[src/rtl/sub_32bit.sv]
// sub_32bit: registered 32-bit subtractor with borrow-in and borrow-out.
//
// Computes {C_OUT, Z} = {1'b0, X} - {1'b0, Y} - C_IN through a 32-cell ripple
// chain of full-subtractor cells. The result is captured one clock after an
// in_valid strobe, and out_valid marks the cycle in which it is new.
//
// Optional feature: define SUB_32BIT_OVF_EN to add the registered signed
// overflow flag V.
//
// Ports:
//   clk        rising-edge clock
//   rst_n      asynchronous active-low reset
//   in_valid   qualifies X, Y and C_IN
//   X          minuend
//   Y          subtrahend
//   C_IN       borrow-in (subtracts one extra)
//   Z          registered difference
//   C_OUT      registered unsigned borrow-out
//   out_valid  one-cycle pulse when Z/C_OUT (and V) hold a new result
//   V          registered signed overflow (SUB_32BIT_OVF_EN only)
module sub_32bit (
  input  logic        clk,
  input  logic        rst_n,
  input  logic        in_valid,
  input  logic [31:0] X,
  input  logic [31:0] Y,
  input  logic        C_IN,
  output logic [31:0] Z,
  output logic        C_OUT,
  output logic        out_valid
`ifdef SUB_32BIT_OVF_EN
  ,
  output logic        V
`endif
);

  logic [32:0] borrow;
  logic [31:0] diff;

  // Ripple chain: cell i takes x_i, y_i, b_i and yields d_i, b_{i+1}.
  always_comb begin
    borrow    = '0;
    diff      = '0;
    borrow[0] = C_IN;
    for (int i = 0; i < 32; i++) begin
      diff[i]     = X[i] ^ Y[i] ^ borrow[i];
      borrow[i+1] = (~X[i] & (Y[i] | borrow[i])) | (Y[i] & borrow[i]);
    end
  end

`ifdef SUB_32BIT_OVF_EN
  logic ovf;

  // Overflow only when operand signs differ and the result sign departs from X.
  always_comb begin
    ovf = (X[31] ^ Y[31]) & (diff[31] ^ X[31]);
  end
`endif

  always_ff @(posedge clk or negedge rst_n) begin
    if (!rst_n) begin
      Z         <= '0;
      C_OUT     <= 1'b0;
      out_valid <= 1'b0;
`ifdef SUB_32BIT_OVF_EN
      V         <= 1'b0;
`endif
    end else begin
      out_valid <= in_valid;
      if (in_valid) begin
        Z     <= diff;
        C_OUT <= borrow[32];
`ifdef SUB_32BIT_OVF_EN
        V     <= ovf;
`endif
      end
    end
  end

endmodule

[config.mk]
export PLATFORM = sky130hd
export DESIGN_NAME = sub_32bit
export DESIGN_NICKNAME = d
export VERILOG_FILES = /design/src/rtl/sub_32bit.sv
export SDC_FILE = /design/constraint.sdc
export NUM_CORES = 1
export LEC_CHECK = 0
export ABC_CLOCK_PERIOD_IN_PS = 1100
export BUFFER_PORTS_ARGS = -buffer_cell sky130_fd_sc_hd__buf_2
export CAP_MARGIN = 20
export CORE_ASPECT_RATIO = 1.4
export CORE_MARGIN = 1.5
export CORE_UTILIZATION = 45
export DETAILED_ROUTE_END_ITERATION = 7
export HOLD_SLACK_MARGIN = 0.15
export PLACE_DENSITY = 0.75
export SLEW_MARGIN = 10
export SYNTH_ARGS = -nofsm -noshare
export SYNTH_HDL_FRONTEND = slang
export SYNTH_SLANG_ARGS = --single-unit
[constraint.sdc]
create_clock -name clk -period 1.1 [get_ports clk]
set_input_delay 0.11 -clock clk [delete_from_list [all_inputs] [get_ports clk]]
set_output_delay 0.11 -clock clk [all_outputs]
set_load 0.005 [all_outputs]
==> flow_summary.ini, run 1 <==
[grt]
antenna_found_initial = 0
overflow = 0
grt_max_degree = 21
grt_pass1_vias = 1563
grt_pass1_wl_mm = 6.279
grt_use_total = 0.1647

[floorplan]
start_util = 0.4692
core_area_um2 = 4536
std_cell_rows = 29
die_y_um = 84.37
ios = 102
die_w_um = 61.12
dieArea_um2 = 5157

[worst_setup_path]
cp_common_cell = fa_2
cp.required_ps = 1270
slowest_delay_ps = 410
slowest_stage = fa_2
crit_start = Y[0]
rr_worst_depth = 1
start_kind = input pin
arrival_ps = 11650
r2r_start = Z[0]$_DFFE_PN0P_
worst_setup_path_end_kind = register
worstSetupPathType = input pin to register
reg2reg_to = Z[0]$_DFFE_PN0P_
critical_path.max_fanout = 1
rrSetupSlack_ps = 350

[detailed_routing]
wirelength_mm = 3.842
viasPerCell = 4.202
dr.first_iter.drc_count = 21
wl_met2_mm = 2.156
vias = 1433
route.detailed.drc = 0
wl_met3_um = 223
detail_route.wl_per_cell_um = 11.27
ant_nets = 0
drt-met1-wl_mm = 1.390
routed.top_layer = met4
dr.pass1.iters = 3

[power_and_ir_drop]
vdd_drop_max_mv = 0.7330
powerDensity_nw_per_um2 = 1367
switchingPower_uw = 1149
p_clk_frac = 0.275
p_int_uw = 2885
power_uw = 4034
combPwrFrac = 0.307
leakage_uw = 0.001637
switching_share = 0.2848
power_frac_seq = 0.418

[sta]
max_freq_ghz = 0.08709
slew-limit-headroom = 0.7540
grt_setup_unrepaired = true
finalCriticalPeriod_ps = 11480
worst_pin_slew_ps = 369.1
slew_violations = 0
finalClockSkew_ps = 0
fin_ws_ps = -10380
setup-violations-final = 31
post-route-period-util = 10.44
hold_violations = 0
hold_slack_ps = 203.1

[synthesis]
ys_types = 7
ys_seq_area_frac = 0.3998
synth_top_area_cell = dfrtp_1
syn_area_per_cell_um2 = 12.59
synth_top_area_frac = 0.3998
synth_warnings = 0
netlist_top_cells_area = dfrtp_1 40%, fa_1 30%, mux2i_1 15%
syn_nets = 269
netlist_area_um2 = 2128
syn_inst = 169
ys_ff_latch = 34

[placement]
dp_hpwl_mm = 3.245
io_buffers = 101
gp_congestion = 0.7396
pre_cts_slack_ps = -10780
place_area_um2 = 2815
place_inst = 332

[min_path]
holdPathStages = 3
min_to = Z[19]$_DFFE_PN0P_
min_from = Y[19]
min_path_type = input pin to register

[clock_network]
htree_num_levels = 2
clk_latency_ps = 280
post-cts-setup-buffer-count = 0
clock-root-buffer = clkbuf_8
cts_sinks = 34
numCtsBuffers = 5
cts_buffer_depth = 2
tritoncts = yes
clk_pin_slew_ps = 70

[final_layout]
area_growth_pct = 38.62
stdcell_area_um2 = 2950
diodes = 0
multiInputGateArea_um2 = 1054
fillers = 372
num-nets-final = 378
final-seq-area_um2 = 850.8
drive_above_1_share = 0.5341
stdcell_count = 341

[run_status]
outcome = complete, but fails checks
violations = setup timing

[flow_run]
maxCapViolCount = 0
## worst max path at each step
stage                              to  slack, ps
finish              Z[31]$_DFFE_PN0P_     -10380
CTS                 Z[31]$_DFFE_PN0P_     -10410
detailed placement  Z[31]$_DFFE_PN0P_     -10780
global route        Z[31]$_DFFE_PN0P_     -10610
global placement    Z[31]$_DFFE_PN0P_     -10680
floorplan           Z[31]$_DFFE_PN0P_     -10260
## placed cells by master (no fill, tap or decap), types with 2 or more instances in the layout
cell	instances
buf_2	99
inv_2	2
clkbuf_8	5
inv_1	62
fa_2	32
dfrtp_1	34
mux2i_1	31
clkbuf_1	2
mux2_2	2
buf_12	3
## sequential cells by signal, indices dropped and copies added, names as in the netlist
| signal | flops |
|---|---|
| Z | 32 |
| C_OUT | 1 |
| out_valid | 1 |
## metal layers
metal / GRT usage / vias to the layer above
met5: 0 / -
met2: 0.3017 / 58
li1: - / 691
met4: 0.06522 / 0
met1: 0.1703 / 679
met3: 0.03852 / 5
## stage by stage
stage                       util  setup TNS (ps)
after floorplan                -         -166500
after global placement    0.6207         -176610
after detailed placement  0.6207         -178630
after CTS                 0.6505         -166380
after global routing      0.6505         -169660
final                     0.6505         -165870
## cells in the mapped netlist
| library cell | n |
|---|---|
| buf_6 | 1 |
| buf_8 | 3 |
| dfrtp_1 | 34 |
| fa_1 | 32 |
| inv_1 | 66 |
| mux2_2 | 2 |
| mux2i_1 | 31 |
## power groups by stage
stage | registers, µW | logic [µW] | clock network, µW
after global routing | 1730 | 1420 | 1190
after CTS | 1690 | 1280 | 1150
final | 1690 | 1240 | 1110
after global placement | 1710 | 1220 | 0
after detailed placement | 1710 | 1260 | 0
after floorplan | 1750 | 585 | 0
## logic make-up (layout without fill, tap and decap cells)
family	count (synthesis)	after routing	synth area share
adders and majority gates	32	32	0.3010
buffers and inverters	70	180	0.1429
muxes	33	33	0.1564
DFF	34	34	0.3998
## worst max-delay path: cells and delay by family
family	cells	cell delay, ps
adders and majority gates	32	11020
muxes	1	260
buffers and inverters	4	250
## layout make-up
| cell class | instances | share of cell area |
|---|---|---|
| multi-input combinational | 65 | 0.3571 |
| sequential | 34 | 0.2884 |
| timing repair buffer | 106 | 0.2031 |
| inverter | 66 | 0.08906 |
| tap | 62 | 0.02629 |
| clock buffer | 7 | 0.02587 |
| clock inverter | 1 | 0.01018 |
## timing repair
item	in CTS	in global routing
hold buffers	1	0
endpoints found under the setup margin	31	31
pin swaps	1	0
hold endpoints to repair	34	0
resized for setup	6	0
Note: power is estimated with default switching activity, not from simulation.
==> run 2: changes to the inputs <==
Settings changed: CELL_PAD_IN_SITES_DETAIL_PLACEMENT from default to 1, CELL_PAD_IN_SITES_GLOBAL_PLACEMENT from default to 1, CORE_UTILIZATION 45 to 38, CTS_CLUSTER_DIAMETER from default to 200, PLACE_DENSITY 0.75 to 0.83.
==> run 2 against run 1 <==
Against the previous run: register-to-register slack worse by 30 ps; final cell count is 1.2% higher; global-route usage is 2.2 points higher; sequential share of layout area is 0.26 points higher; die area is 18% higher; clock-buffer cell count stayed put; wire length is 32% higher; clock power is 24% lower; largest cell class unchanged; the flow still finishes with violations (setup timing); design area is 0.89% lower; worst hold slack better by 8.0 ps; combinational power is 4% higher; non-clock buffer count is 1 lower.
==> flow_summary.ini, run 2 (synthesis results as in run 1) <==
[worst_setup_path]
worstSetupPathType = input pin to register
slowest_delay_ps = 420
slowest_stage = fa_2
cp_common_cell = fa_2
path_delay_family = adder cells
worst_setup_path_end_kind = register
cp.required_ps = 1260
cp_num_buf_inv = 4
start_kind = input pin
arrival_ps = 11810
critical_path.max_fanout = 1

[power_and_ir_drop]
leakage_uw = 0.001623
p_int_uw = 2658
combPwrFrac = 0.336
power_frac_seq = 0.445
switching_share = 0.3095
powerDensity_nw_per_um2 = 1316
switchingPower_uw = 1191
vdd_drop_max_mv = 0.6164
power_uw = 3849
p_clk_frac = 0.220

[detailed_routing]
vias = 1532
dr.pass1.iters = 4
viasPerCell = 4.441
wirelength_mm = 5.064
detail_route.wl_per_cell_um = 14.68
ant_nets = 0
dr.first_iter.drc_count = 29
route.detailed.drc = 0

[final_layout]
stdcell_area_um2 = 2924
num-nets-final = 377
top_regs = Z: 32 flops, C_OUT: 1 flops, out_valid: 1 flops
final-seq-area_um2 = 850.8
drive_above_1_share = 0.5307
mostFrequentLayoutCell = buf_2
diodes = 0
final_util = 0.5370
area_growth_pct = 37.39
fillers = 622
multiInputGateArea_um2 = 1057
final_cell_mix = 99 x buf_2, 62 x inv_1, 34 x dfrtp_1
largest_register_ffs = 32
top_register = Z

[run_status]
violations = setup timing
outcome = complete, but fails checks

[floorplan]
core_area_um2 = 5445
die_w_um = 66.25
start_util = 0.3909
ios = 102
dieArea_um2 = 6065
die_y_um = 91.55
std_cell_rows = 32

[sta]
max_freq_ghz = 0.08584
post-route-period-util = 10.59
slew-limit-headroom = 0.8120
worst_pin_slew_ps = 282.0
hold_violations = 0
grt_setup_unrepaired = true
finalClockSkew_ps = 0
fin_ws_ps = -10550
slew_violations = 0
setup-violations-final = 31
finalCriticalPeriod_ps = 11650
setup_tns_ps = -169050

[min_path]
min_path_type = input pin to register

[placement]
gp_congestion = 0.7733
place_area_um2 = 2815
io_buffers = 101
dp_hpwl_mm = 4.314

[grt]
grt_max_degree = 35
grt_use_total = 0.1864
grt_pass1_wl_mm = 8.362
grt_pass1_vias = 1824
overflow = 0
antenna_found_initial = 0

[flow_run]
maxCapViolCount = 0

[clock_network]
numCtsBuffers = 5
clk_latency_ps = 280
clk_pin_slew_ps = 70
cts_buffer_depth = 2
cts_sinks = 34
tritoncts = yes
clock-root-buffer = clkbuf_8
htree_num_levels = 2
[run 2: cell types whose count changed in the layout (fill, tap and decap cells not counted)]
cell | previous run | this run
bufinv_16 | 1 | 0
mux2_2 | 2 | 1
mux2_4 | 0 | 1
buf_4 | 1 | 0
[run 2: cell type report]
class                      count  area share
multi-input combinational     65      0.3616
inverter                      66     0.08986
sequential                    34      0.2910
tap                           68     0.02910
clock buffer                   7     0.02610
timing repair buffer         105      0.2024
[run 2: final timing paths]
kind / start / to / slack [ps] / cells after the start
min reg2reg: Z[1]$_DFFE_PN0P_ / Z[1]$_DFFE_PN0P_ / 520 / 2
max in group asynchronous: rst_n / Z[6]$_DFFE_PN0P_ / 590 / 3
min: Y[26] / Z[26]$_DFFE_PN0P_ / 210 / 3
max reg2reg: Z[31]$_DFFE_PN0P_ / Z[31]$_DFFE_PN0P_ / 320 / 1
min in group asynchronous: rst_n / Z[31]$_DFFE_PN0P_ / 330 / 3
max: Y[0] / Z[31]$_DFFE_PN0P_ / -10550 / 37
[run 2: stage by stage]
stage	cells	hold WS [ps]	setup slack (ps)
floorplan	169	-185.6	-10260
global placement	337	84.27	-10700
detailed placement	337	87.92	-10910
CTS	345	203.1	-10570
global route	345	208.3	-10790
finish	345	211.1	-10550
[run 2: power groups by stage]
stage,registers [µW],clock network [µW],logic (µW)
2_1_floorplan,1750,0,585
3_3_place_gp,1720,0,1190
3_5_place_dp,1740,0,1320
4_1_cts,1720,893,1340
5_1_grt,1750,929,1470
6_report,1710,846,1290
[run 2: worst min-delay path, stage by stage]
cell and delay, ps:
buf_2 90, fa_2 180, mux2i_1 60
[run 2: metal layers]
metal  vias up  global-route usage  share of wire
met2        65              0.3700           0.61
met1       774              0.1848           0.31
met3         6             0.03346          0.060
li1        687                   -              -
met5         -                   0              0
met4         0             0.05782          0.015
[run 2: repair_timing]
item / in CTS / in global routing
hold buffers: 1 / 0
setup endpoints to repair: 31 / 31
endpoints found under the hold margin: 34 / 0
buffers inserted: 0 / 0
gates resized for setup: 7 / 0
==> run 3: changes to the inputs <==
Settings changed: CTS_BUF_LIST from default to sky130_fd_sc_hd__clkbuf_16, SETUP_SLACK_MARGIN from default to 0.2.
==> run 3 against run 2 <==
Against the previous run: the run still ends with setup timing left; via count rose by 1.4%; global-route usage fell by 0.80 points; die area did not move; largest power group unchanged.
==> flow_summary.ini, run 3 (synthesis results as in run 1) <==
[sta]
hold_violations = 0
slew-limit-headroom = 0.7341
slew_violations = 0
setup-violations-final = 31
grt_setup_unrepaired = true
post-route-period-util = 10.57
worst_pin_slew_ps = 398.8
finalClockSkew_ps = 0
setup_tns_ps = -168190
fin_ws_ps = -10530
max_freq_ghz = 0.08602
finalCriticalPeriod_ps = 11630

[detailed_routing]
vias = 1553
ant_nets = 0
detail_route.wl_per_cell_um = 14.06
dr.pass1.iters = 3
wirelength_mm = 5.062
route.detailed.drc = 0
dr.first_iter.drc_count = 54
viasPerCell = 4.314

[worst_setup_path]
start_kind = input pin
critical_path.max_fanout = 1
worstSetupPathType = input pin to register
cp_common_cell = fa_2
arrival_ps = 11770
slowest_delay_ps = 420
worst_setup_path_end_kind = register
slowest_stage = fa_2
cp.required_ps = 1250

[clock_network]
clk_latency_ps = 260
tritoncts = yes
numCtsBuffers = 5
clock-root-buffer = clkbuf_16
htree_num_levels = 2
clk_pin_slew_ps = 50
cts_sinks = 34
cts_buffer_depth = 2

[grt]
grt_pass1_wl_mm = 8.079
antenna_found_initial = 0
grt_pass1_vias = 1776
overflow = 0
grt_max_degree = 22
grt_use_total = 0.1784

[final_layout]
final_cell_mix = 98 x buf_2, 63 x inv_1, 34 x dfrtp_1
area_growth_pct = 45.50
fillers = 611
diodes = 0
num-nets-final = 391
largest_register_ffs = 32
top_regs = Z: 32 flops, C_OUT: 1 flops, out_valid: 1 flops
stdcell_area_um2 = 3097
drive_above_1_share = 0.5582
mostFrequentLayoutCell = buf_2
top_register = Z

[floorplan]
start_util = 0.3909
ios = 102
die_w_um = 66.25
std_cell_rows = 32
die_y_um = 91.55
dieArea_um2 = 6065
core_area_um2 = 5445

[run_status]
outcome = complete, but fails checks
violations = setup timing

[placement]
dp_hpwl_mm = 4.258
gp_congestion = 0.7344
io_buffers = 101
place_area_um2 = 2814

[power_and_ir_drop]
powerDensity_nw_per_um2 = 1447
switching_share = 0.2880
vdd_drop_max_mv = 1.271
switchingPower_uw = 1290
combPwrFrac = 0.331
leakage_uw = 0.001726
power_frac_seq = 0.382
p_int_uw = 3191
p_clk_frac = 0.287

[min_path]
min_path_type = input pin to register

[flow_run]
maxCapViolCount = 0
run 3: cell types whose count changed in the layout (fill, tap and decap cells not counted), sizes merged:
cell | before | now
clkinv | 0 | 2
inv | 66 | 67
buf | 104 | 118
clkbuf | 7 | 5
run 3: power by group through the flow:
stage | clock (µW) | sequential, µW | combinational, µW
detailed placement | 0 | 1730 | 1320
floorplan | 0 | 1750 | 590
CTS | 1330 | 1720 | 1370
finish | 1290 | 1710 | 1480
global route | 1390 | 1750 | 1680
global placement | 0 | 1720 | 1240
run 3: cell type report:
cell class                      count  area, µm²  share of cell area
Clock buffer                        5      125.1             0.04040
Inverter                           66      262.8             0.08485
Sequential cell                    34      850.8              0.2747
Tap cell                           68      85.08             0.02747
Timing Repair Buffer              119      695.7              0.2246
Multi-Input combinational cell     65       1065              0.3438
Clock inverter                      3      12.51            0.004040
run 3: final timing paths:
kind,slack (ps),to,cells after the start,start
worst max register to register,270,Z[8]$_DFFE_PN0P_,4,Z[8]$_DFFE_PN0P_
worst min register to register,510,Z[0]$_DFFE_PN0P_,1,Z[0]$_DFFE_PN0P_
worst min-delay path,210,Z[1]$_DFFE_PN0P_,2,in_valid
min in group asynchronous,310,Z[10]$_DFFE_PN0P_,2,rst_n
max in group asynchronous,350,Z[22]$_DFFE_PN0P_,3,rst_n
worst max-delay path,-10530,Z[31]$_DFFE_PN0P_,37,Y[0]
run 3: critical path: cells and delay by family:
| kind | cells | cell delay (ps) |
|---|---|---|
| fa+ha+maj | 32 | 11150 |
| buf+inv | 4 | 250 |
| mux | 1 | 260 |
run 3: layer usage:
layer,global-route usage,wire length [µm],share of wire,up-vias
li1,-,-,-,717
met1,0.1878,1751,0.35,780
met2,0.3517,3049,0.60,49
met3,0.01735,184,0.036,7
met4,0.05782,76,0.015,0
met5,0,0,0,-
run 3: through the flow:
stage            util  worst slack (ps)  total power [µW]  hold slack, ps  instances
3_5_place_dp   0.5168            -10920              3051           55.32        338
5_1_grt        0.5687            -10760              4809           221.2        360
4_1_cts        0.5528            -10570              4422           209.2        349
6_report       0.5687            -10530              4481           212.4        360
3_3_place_gp   0.5168            -10720              2952           52.17        338
2_1_floorplan       -            -10260              2339          -185.6        169
run 3: what timing repair did:
action | 4_1_cts | 5_1_grt
endpoints found under the hold margin | 34 | 0
setup buffers | 2 | 11
hold buffers | 1 | 0
setup endpoints to repair | 40 | 61
pin swaps | 1 | 0
resized for setup | 9 | 1
